## src/rtl/tt_um_nibble_add_seq_pkg.sv

```systemverilog
`default_nettype none
// ============================================================================
//  Module      : tt_um_nibble_add_seq_pkg
//  Description : Shared definitions for the nibble-serial 16-bit adder:
//                FSM state encoding, pin-index constants, output-enable value.
//  Macro       : NIBBLE_ADD_SEQ_SUB_EN (consumed by the top, not here)
//  Revision    : 1.0 - initial release
// ============================================================================
package tt_um_nibble_add_seq_pkg;

  // Operation phases: gather operands, ripple through the adder, present result
  typedef enum logic [1:0] {
    ST_LOAD = 2'd0,
    ST_ADD  = 2'd1,
    ST_OUT  = 2'd2
  } state_t;

  // uio_in bit positions
  localparam int LD_VALID  = 0;
  localparam int SUB       = 1;
  localparam int RD_ACK    = 2;

  // uio_out bit positions
  localparam int LD_READY  = 4;
  localparam int BUSY      = 5;
  localparam int RES_VALID = 6;
  localparam int CFLAG     = 7;

  // Upper nibble of uio is output, lower nibble is input
  localparam logic [7:0] UIO_OE = 8'hF0;

  // Assemble the status byte driven on uio_out
  function automatic logic [7:0] pack_status(input logic ld_ready,
                                             input logic busy,
                                             input logic res_valid,
                                             input logic cflag);
    logic [7:0] v;
    v            = 8'h00;
    v[LD_READY]  = ld_ready;
    v[BUSY]      = busy;
    v[RES_VALID] = res_valid;
    v[CFLAG]     = cflag;
    return v;
  endfunction

endpackage : tt_um_nibble_add_seq_pkg
`default_nettype wire

```

## src/rtl/tt_um_nibble_add_seq_if.sv

```systemverilog
`default_nettype none
// ============================================================================
//  Module      : tt_um_nibble_add_seq_if
//  Description : Pin bundle of the nibble-serial adder (enable, dedicated
//                inputs/outputs, bidirectional uio lanes).
//  Revision    : 1.0 - initial release
// ============================================================================
interface tt_um_nibble_add_seq_if ();

  logic       ena;
  logic [7:0] ui_in;
  logic [7:0] uio_in;
  logic [7:0] uo_out;
  logic [7:0] uio_out;
  logic [7:0] uio_oe;

  // Driver side (harness / testbench)
  modport master (
    output ena, ui_in, uio_in,
    input  uo_out, uio_out, uio_oe
  );

  // Design side
  modport slave (
    input  ena, ui_in, uio_in,
    output uo_out, uio_out, uio_oe
  );

endinterface : tt_um_nibble_add_seq_if
`default_nettype wire

```

## src/rtl/tt_um_nibble_add_seq_nibble_add.sv

```systemverilog
`default_nettype none
// ============================================================================
//  Module      : nibble_add
//  Description : 4-bit adder with carry-in and carry-out; the single shared
//                arithmetic element of the nibble-serial datapath.
//  Revision    : 1.0 - initial release
// ============================================================================
module nibble_add (
  input  logic [3:0] a,
  input  logic [3:0] b,
  input  logic       cin,
  output logic [3:0] sum,
  output logic       cout
);

  // Widen to 5 bits so the carry falls out of the top bit
  assign {cout, sum} = {1'b0, a} + {1'b0, b} + {4'b0000, cin};

endmodule : nibble_add
`default_nettype wire

```

## src/rtl/tt_um_nibble_add_seq.sv

```systemverilog
`default_nettype none
// ============================================================================
//  Module      : tt_um_nibble_add_seq
//  Description : 16-bit add (optionally subtract) computed one nibble per
//                cycle through a single shared 4-bit adder. Operands are
//                loaded LS nibble first, the result is read back the same way
//                under an rd_ack handshake.
//  Macro       : NIBBLE_ADD_SEQ_SUB_EN - when defined, uio_in[1] on the first
//                load beat selects subtract (A + ~B + 1).
//  Revision    : 1.0 - initial release
// ============================================================================
module tt_um_nibble_add_seq
  import tt_um_nibble_add_seq_pkg::*;
(
  input  logic                    clk,
  input  logic                    rst_n,
  tt_um_nibble_add_seq_if.slave   bus
);

  state_t          r_state;
  state_t          w_state_nxt;
  logic [1:0]      r_cnt;
  logic [3:0][3:0] r_a;
  logic [3:0][3:0] r_b;
  logic [3:0][3:0] r_r;
  logic            r_carry;
  logic            r_cflag;

  logic            w_sub;
  logic [3:0]      w_b_op;
  logic [3:0]      w_sum;
  logic            w_cout;

  logic            w_ld_beat;
  logic            w_add_beat;
  logic            w_rd_beat;
  logic            w_last;
  logic            w_unused_bits;

  // Qualified per-state events; ena=0 kills every one of them, freezing state
  assign w_ld_beat  = bus.ena && (r_state == ST_LOAD) && bus.uio_in[LD_VALID];
  assign w_add_beat = bus.ena && (r_state == ST_ADD);
  assign w_rd_beat  = bus.ena && (r_state == ST_OUT)  && bus.uio_in[RD_ACK];
  assign w_last     = (r_cnt == 2'd3);

`ifdef NIBBLE_ADD_SEQ_SUB_EN
  logic r_sub;

  // Operation select is captured only on the first operand beat
  always_ff @(posedge clk or negedge rst_n) begin
    if (!rst_n) begin
      r_sub <= 1'b0;
    end else if (w_ld_beat && (r_cnt == 2'd0)) begin
      r_sub <= bus.uio_in[SUB];
    end
  end

  assign w_sub         = r_sub;
  assign w_b_op        = r_b[r_cnt] ^ {4{r_sub}};
  assign w_unused_bits = &{1'b0, bus.uio_in[7:3]};
`else
  assign w_sub         = 1'b0;
  assign w_b_op        = r_b[r_cnt];
  assign w_unused_bits = &{1'b0, bus.uio_in[7:3], bus.uio_in[SUB]};
`endif

  nibble_add u_nibble_add (
    .a    (r_a[r_cnt]),
    .b    (w_b_op),
    .cin  (r_carry),
    .sum  (w_sum),
    .cout (w_cout)
  );

  // State register
  always_ff @(posedge clk or negedge rst_n) begin
    if (!rst_n) begin
      r_state <= ST_LOAD;
    end else begin
      r_state <= w_state_nxt;
    end
  end

  // Next-state: each phase advances after its fourth qualified beat
  always_comb begin
    w_state_nxt = r_state;
    case (r_state)
      ST_LOAD: if (w_ld_beat  && w_last) w_state_nxt = ST_ADD;
      ST_ADD:  if (w_add_beat && w_last) w_state_nxt = ST_OUT;
      ST_OUT:  if (w_rd_beat  && w_last) w_state_nxt = ST_LOAD;
      default: w_state_nxt = ST_LOAD;
    endcase
  end

  // Shared nibble counter; natural 2-bit wrap returns it to 0 on phase change
  always_ff @(posedge clk or negedge rst_n) begin
    if (!rst_n) begin
      r_cnt <= 2'd0;
    end else if (w_ld_beat || w_add_beat || w_rd_beat) begin
      r_cnt <= r_cnt + 2'd1;
    end
  end

  // Operand capture, serial add with carry chaining, final carry flag
  always_ff @(posedge clk or negedge rst_n) begin
    if (!rst_n) begin
      r_a     <= '0;
      r_b     <= '0;
      r_r     <= '0;
      r_carry <= 1'b0;
      r_cflag <= 1'b0;
    end else if (w_ld_beat) begin
      r_a[r_cnt] <= bus.ui_in[3:0];
      r_b[r_cnt] <= bus.ui_in[7:4];
      // Subtract seeds the +1 of the two's-complement through the carry
      if (w_last) begin
        r_carry <= w_sub;
      end
    end else if (w_add_beat) begin
      r_r[r_cnt] <= w_sum;
      r_carry    <= w_cout;
      if (w_last) begin
        r_cflag <= w_cout;
      end
    end
  end

  // Pins: result nibble only while presenting, status from registered state
  assign bus.uo_out  = (r_state == ST_OUT) ? {2'b00, r_cnt, r_r[r_cnt]} : 8'h00;
  assign bus.uio_out = pack_status(r_state == ST_LOAD, r_state == ST_ADD,
                                   r_state == ST_OUT, r_cflag);
  assign bus.uio_oe  = UIO_OE;

endmodule : tt_um_nibble_add_seq
`default_nettype wire

```

## src/flat_wrapper.sv

```systemverilog
// flat-port wrapper written by rule: the top's interface ports become plain ports
module tt_um_nibble_add_seq_flat import tt_um_nibble_add_seq_pkg::*;
  (clk, rst_n, bus_ena, bus_ui_in, bus_uio_in, bus_uo_out, bus_uio_out, bus_uio_oe);
  tt_um_nibble_add_seq_if bus_i ();
  input  logic clk;
  input  logic rst_n;
  input wire logic [$bits(bus_i.ena)-1:0] bus_ena;
  input wire logic [$bits(bus_i.ui_in)-1:0] bus_ui_in;
  input wire logic [$bits(bus_i.uio_in)-1:0] bus_uio_in;
  output wire logic [$bits(bus_i.uo_out)-1:0] bus_uo_out;
  output wire logic [$bits(bus_i.uio_out)-1:0] bus_uio_out;
  output wire logic [$bits(bus_i.uio_oe)-1:0] bus_uio_oe;
  assign bus_i.ena = bus_ena;
  assign bus_i.ui_in = bus_ui_in;
  assign bus_i.uio_in = bus_uio_in;
  assign bus_uo_out = bus_i.uo_out;
  assign bus_uio_out = bus_i.uio_out;
  assign bus_uio_oe = bus_i.uio_oe;
  tt_um_nibble_add_seq u_core (.clk(clk), .rst_n(rst_n), .bus(bus_i));
endmodule
```

## config.mk

```make
export PLATFORM = sky130hd
export DESIGN_NAME = tt_um_nibble_add_seq_flat
export DESIGN_NICKNAME = d
export VERILOG_FILES = /design/src/rtl/tt_um_nibble_add_seq_pkg.sv /design/src/rtl/tt_um_nibble_add_seq_if.sv /design/src/rtl/tt_um_nibble_add_seq_nibble_add.sv /design/src/rtl/tt_um_nibble_add_seq.sv /design/src/flat_wrapper.sv
export SDC_FILE = /design/constraint.sdc
export NUM_CORES = 1
export LEC_CHECK = 0
export BUFFER_PORTS_ARGS = -buffer_cell sky130_fd_sc_hd__buf_4
export CAP_MARGIN = 15
export CELL_PAD_IN_SITES_DETAIL_PLACEMENT = 1
export CELL_PAD_IN_SITES_GLOBAL_PLACEMENT = 1
export CORE_MARGIN = 2
export CORE_UTILIZATION = 48
export CTS_BUF_LIST = sky130_fd_sc_hd__clkbuf_8
export CTS_CLUSTER_DIAMETER = 40
export CTS_CLUSTER_SIZE = 40
export DETAILED_ROUTE_END_ITERATION = 8
export GPL_ROUTABILITY_DRIVEN = 0
export GPL_TIMING_DRIVEN = 0
export PLACE_DENSITY = 0.94
export SYNTH_ARGS = -nofsm -noshare
export SYNTH_HDL_FRONTEND = slang
export SYNTH_HIERARCHICAL = 1
export SYNTH_SLANG_ARGS = --single-unit
```

## constraint.sdc

```tcl
create_clock -name clk -period 2.75 [get_ports clk]
set_input_delay 0.275 -clock clk [delete_from_list [all_inputs] [get_ports clk]]
set_output_delay 0.275 -clock clk [all_outputs]
set_load 0.02 [all_outputs]
```

==> metrics.md <==
| Metric | Value |
|---|---|
| Core Util, Final | 0.5735 |
| Post-synthesis simple-gate area fraction | 0.06196 |
| M1 WL | 2.302 mm |
| Hold Fails Final Rpt | 2 |
| PwrDens | 1197 nW/um2 |
| First-pass GRT wire length | 8.970 mm |
| Largest family of logic cells by synthesized area | multiplexers |
| Worst Hold Class | in -> async |
| Switching share of power | 0.3799 |
| Pre-antenna DRT Iters | 2 |
| Critical path launch point type | flip-flop |
| Period utilization | 0.9449 |
| CP Capture Type | flip-flop |
| Max Transition Viols Final | 0 |
| Met2 wire length | 3.001 mm |
| Total of max-cap violations | 0 |
| Total CTS buffers | 5 |
| Mux share of post-synthesis cell area | 0.3034 |
| Drt total wl | 5.505 mm |
| Vias in the first global route | 1759 |
| ANT cells | 0 |
| Final setup violation count | 0 |
| Compound-gate portion of the synthesized area | 0.02005 |
| Post-DP HPWL | 3.949 mm |
| Yosys top cell by area | dfrtp_1 |
| Skew final | 0.003293 ns |
| Share of cells above drive strength 1 | 0.4468 |
| Worst-margin pin slew | 0.6755 ns |
| Core area | 5507 um2 |
| Worst path slowest cell | mux4_2 |
| Sequential area share after synthesis | 0.4920 |
| Reg-to-reg endpoint | u_core/r_cflag |
| Post-Synthesis Cells | 191 |
| Worst EP arrival | 2.80 ns |
| Net Sw Power | 0.001437 W |
| Register bit count reported by yosys | 54 |
| Antenna-violating nets left | 0 |
| Congestion Overflow GR | 0 |
| Uppermost routed layer | met4 |
| TritonCTS Sinks | 54 |
| Logic gate share of total power | 0.521 |
| Final hold slack | -0.002379 ns |
| Worst-path cell chain | buf_8, mux4_2, fa_1, inv_1, fa_1, nor2b_1, o21ai_1, nand2b_1, mux2_2 |
| Post-CTS Hold Fix Bufs | 0 |
| H-tree lvl count | 2 |
| Data required, critical path | 2.95 ns |
| Clock Tree Buf Depth | 2 |
| # IOs | 43 |
| Adder-cell share of the synthesized area | 0.04647 |
| Mapped cell area | 2746 um2 |
| Worst skew pair latency | 0.31 ns |
| Delay of the slowest critical-path stage | 0.53 ns |
| Met3 wire length | 152 um |
| CP Class | reg -> reg |
| Clock root cell | clkbuf_8 |
| Routed WL per cell | 17.93 um |
| Static Leak | 1.532 nW |
| Cell mode on critical path | fa_1 |
| Starting Density | 0.4988 |
| Maximum VDD drop | 0.6106 mV |
| Post-DR vias/cell | 5.254 |
| IO buf count | 21 |
| Layout area overhead | 14.99% |
| Clock power share | 0.114 |
| XOR/XNOR Fraction of Synth Area | 0.009567 |
| Synth warnings | 6 |
| Die Wd | 79.64 um |
| Total die area | 6343 um2 |
| Peak Freq | 384.8 MHz |
| Post-detailed-route DRC marker count | 0 |
| Synth cell types | 30 |
| 1st-iter DRT viols | 55 |
| Crit Reg-Reg Startpoint | u_core/r_cnt[0] |
| Site Rows | 27 |
| Min Tclk post-route | 2.599 ns |
| Slew HR | 0.5497 |
| Worst-case reg-to-reg path depth | 9 |
| Chip height | 79.64 um |
| Initial antenna violation count | 0 |
| Total GRT Usage | 0.1928 |
| Crit-path max FO | 10 |
| Part of the power in registers | 0.366 |
| Failing checks | negative hold slack |
| Synth area leaders | dfrtp_1 (49%), mux2_2 (14%), mux4_2 (9.8%), mux2_1 (6.6%), buf_4 (4.4%) |
| Clk pin slew, worst setup/hold paths | 0.09 ns |
| Routed vias | 1613 |
| Top-area cell type share of the netlist area | 0.4920 |
| Final nets | 262 |
| Reg-to-reg slack, setup | 0.15 ns |
| Status | finished with violations |
| Mapped Avg Cell Area | 14.38 um2 |
| Pint | 0.002345 W |
| Largest net degree at the start of global routing | 55 |
| CTS tree | done |
Yosys cell counts:
library cell	n
mux2_1	16
conb_1	2
o32ai_2	1
dfrtp_1	54
nand2_4	2
and2b_1	1
and4_1	2
and3b_1	1
o21ai_0	3
mux2_2	34
and3_1	1
nand3_2	1
mux4_2	12
a21oi_2	1
nor2_1	4
nand2b_1	3
nand3_1	1
and2_1	4
buf_6	1
xnor2_1	3
buf_2	2
and4bb_2	1
ha_1	7
nand2_1	4
nor2b_1	1
fa_1	2
inv_1	8
a21o_1	2
buf_4	16
clkbuf_1	1
critical path: cells and delay by family, from the launching register on:
kind                       cells  cell delay [ns]
AOI/OAI and AO/OA              1             0.14
adders and majority gates      2             0.66
buffers and inverters          2             0.28
DFF                            1             0.44
muxes                          2             0.79
and+or+nand+nor                2             0.16
final cells by class:
class	instances	area (um2)
Sequential cell	54	1354
Multi-Input combinational cell	121	1265
Tap cell	72	90.09
Timing Repair Buffer	24	180.2
Inverter	8	30.03
Fill cell	536	2349
Clock inverter	3	17.52
Buffer	20	152.6
Clock buffer	5	68.82
per-layer routing:
metal | vias up | GRT usage
li1 | 736 | -
met1 | 850 | 0.2261
met2 | 23 | 0.3546
met3 | 4 | 0.03846
met4 | 0 | 0.05690
met5 | - | 0
registers in the layout, indices dropped and copies added (netlist names):
signal / count
u_core/r_a: 16
u_core/r_b: 16
u_core/r_r: 16
u_core/r_cnt: 2
u_core/r_state: 2
u_core/r_carry: 1
u_core/r_cflag: 1
worst max path at each step:
stage | cells past startpoint | from | slack, ns | end
after floorplan | 9 | u_core/r_cnt[0] | 0.24 | u_core/r_cflag
after global placement | 9 | u_core/r_cnt[1] | -0.16 | u_core/r_cflag
after detailed placement | 9 | u_core/r_cnt[1] | -0.24 | u_core/r_cflag
after CTS | 9 | u_core/r_cnt[0] | 0.0002 | u_core/r_cflag
after global routing | 9 | u_core/r_cnt[0] | -0.01 | u_core/r_cflag
final | 9 | u_core/r_cnt[0] | 0.15 | u_core/r_cflag
kinds of logic (layout without fill, tap and decap cells):
group                    count (synthesis)  count (layout)
flip-flops                              54              54
buffers and inverters                   28              60
multiplexers                            62              62
XOR/XNOR                                 3               3
AND/OR/NAND/NOR                         26              26
other                                    2              14
adder cells (fa/ha/maj)                  9               9
AO/OA/AOI/OAI                            7               7
through the flow:
stage / instances / power (W) / worst slack [ns] / cell area [um2] / setup TNS [ns]
global route: 307 / 0.004070 / -0.01183 / 3158 / -0.01183
global placement: 296 / 0.003164 / -0.1621 / 3039 / -0.3603
finish: 307 / 0.003781 / 0.1515 / 3158 / 0
floorplan: 203 / 0.002760 / 0.2355 / 2791 / 0
CTS: 304 / 0.003774 / 0.0002223 / 3131 / 0
detailed placement: 296 / 0.003313 / -0.2394 / 3039 / -1.213
cell usage in the layout, fill, tap and decap left out, drive strengths merged, types with 3 or more instances in the layout:
master	n
nor2	4
and2	4
o21ai	3
mux4	12
buf	43
conb	14
clkbuf	6
xnor2	3
inv	9
mux2	50
nand2	6
nand2b	3
dfrtp	54
ha	7
what timing repair did:
item / 4_1_cts / 5_1_grt
setup endpoints to repair: 14 / 2
gates resized for setup: 3 / 3
setup buffers: 0 / 3
endpoints found under the hold margin: 0 / 0
power groups by stage:
stage / registers (W) / clock network (W) / logic (W)
2_1_floorplan: 0.00131 / 0 / 0.00145
3_3_place_gp: 0.00137 / 0 / 0.00180
3_5_place_dp: 0.00140 / 0 / 0.00191
4_1_cts: 0.00139 / 0.000452 / 0.00194
5_1_grt: 0.00143 / 0.000480 / 0.00216
6_report: 0.00138 / 0.000429 / 0.00197
Note: power is estimated with default switching activity, not from simulation.
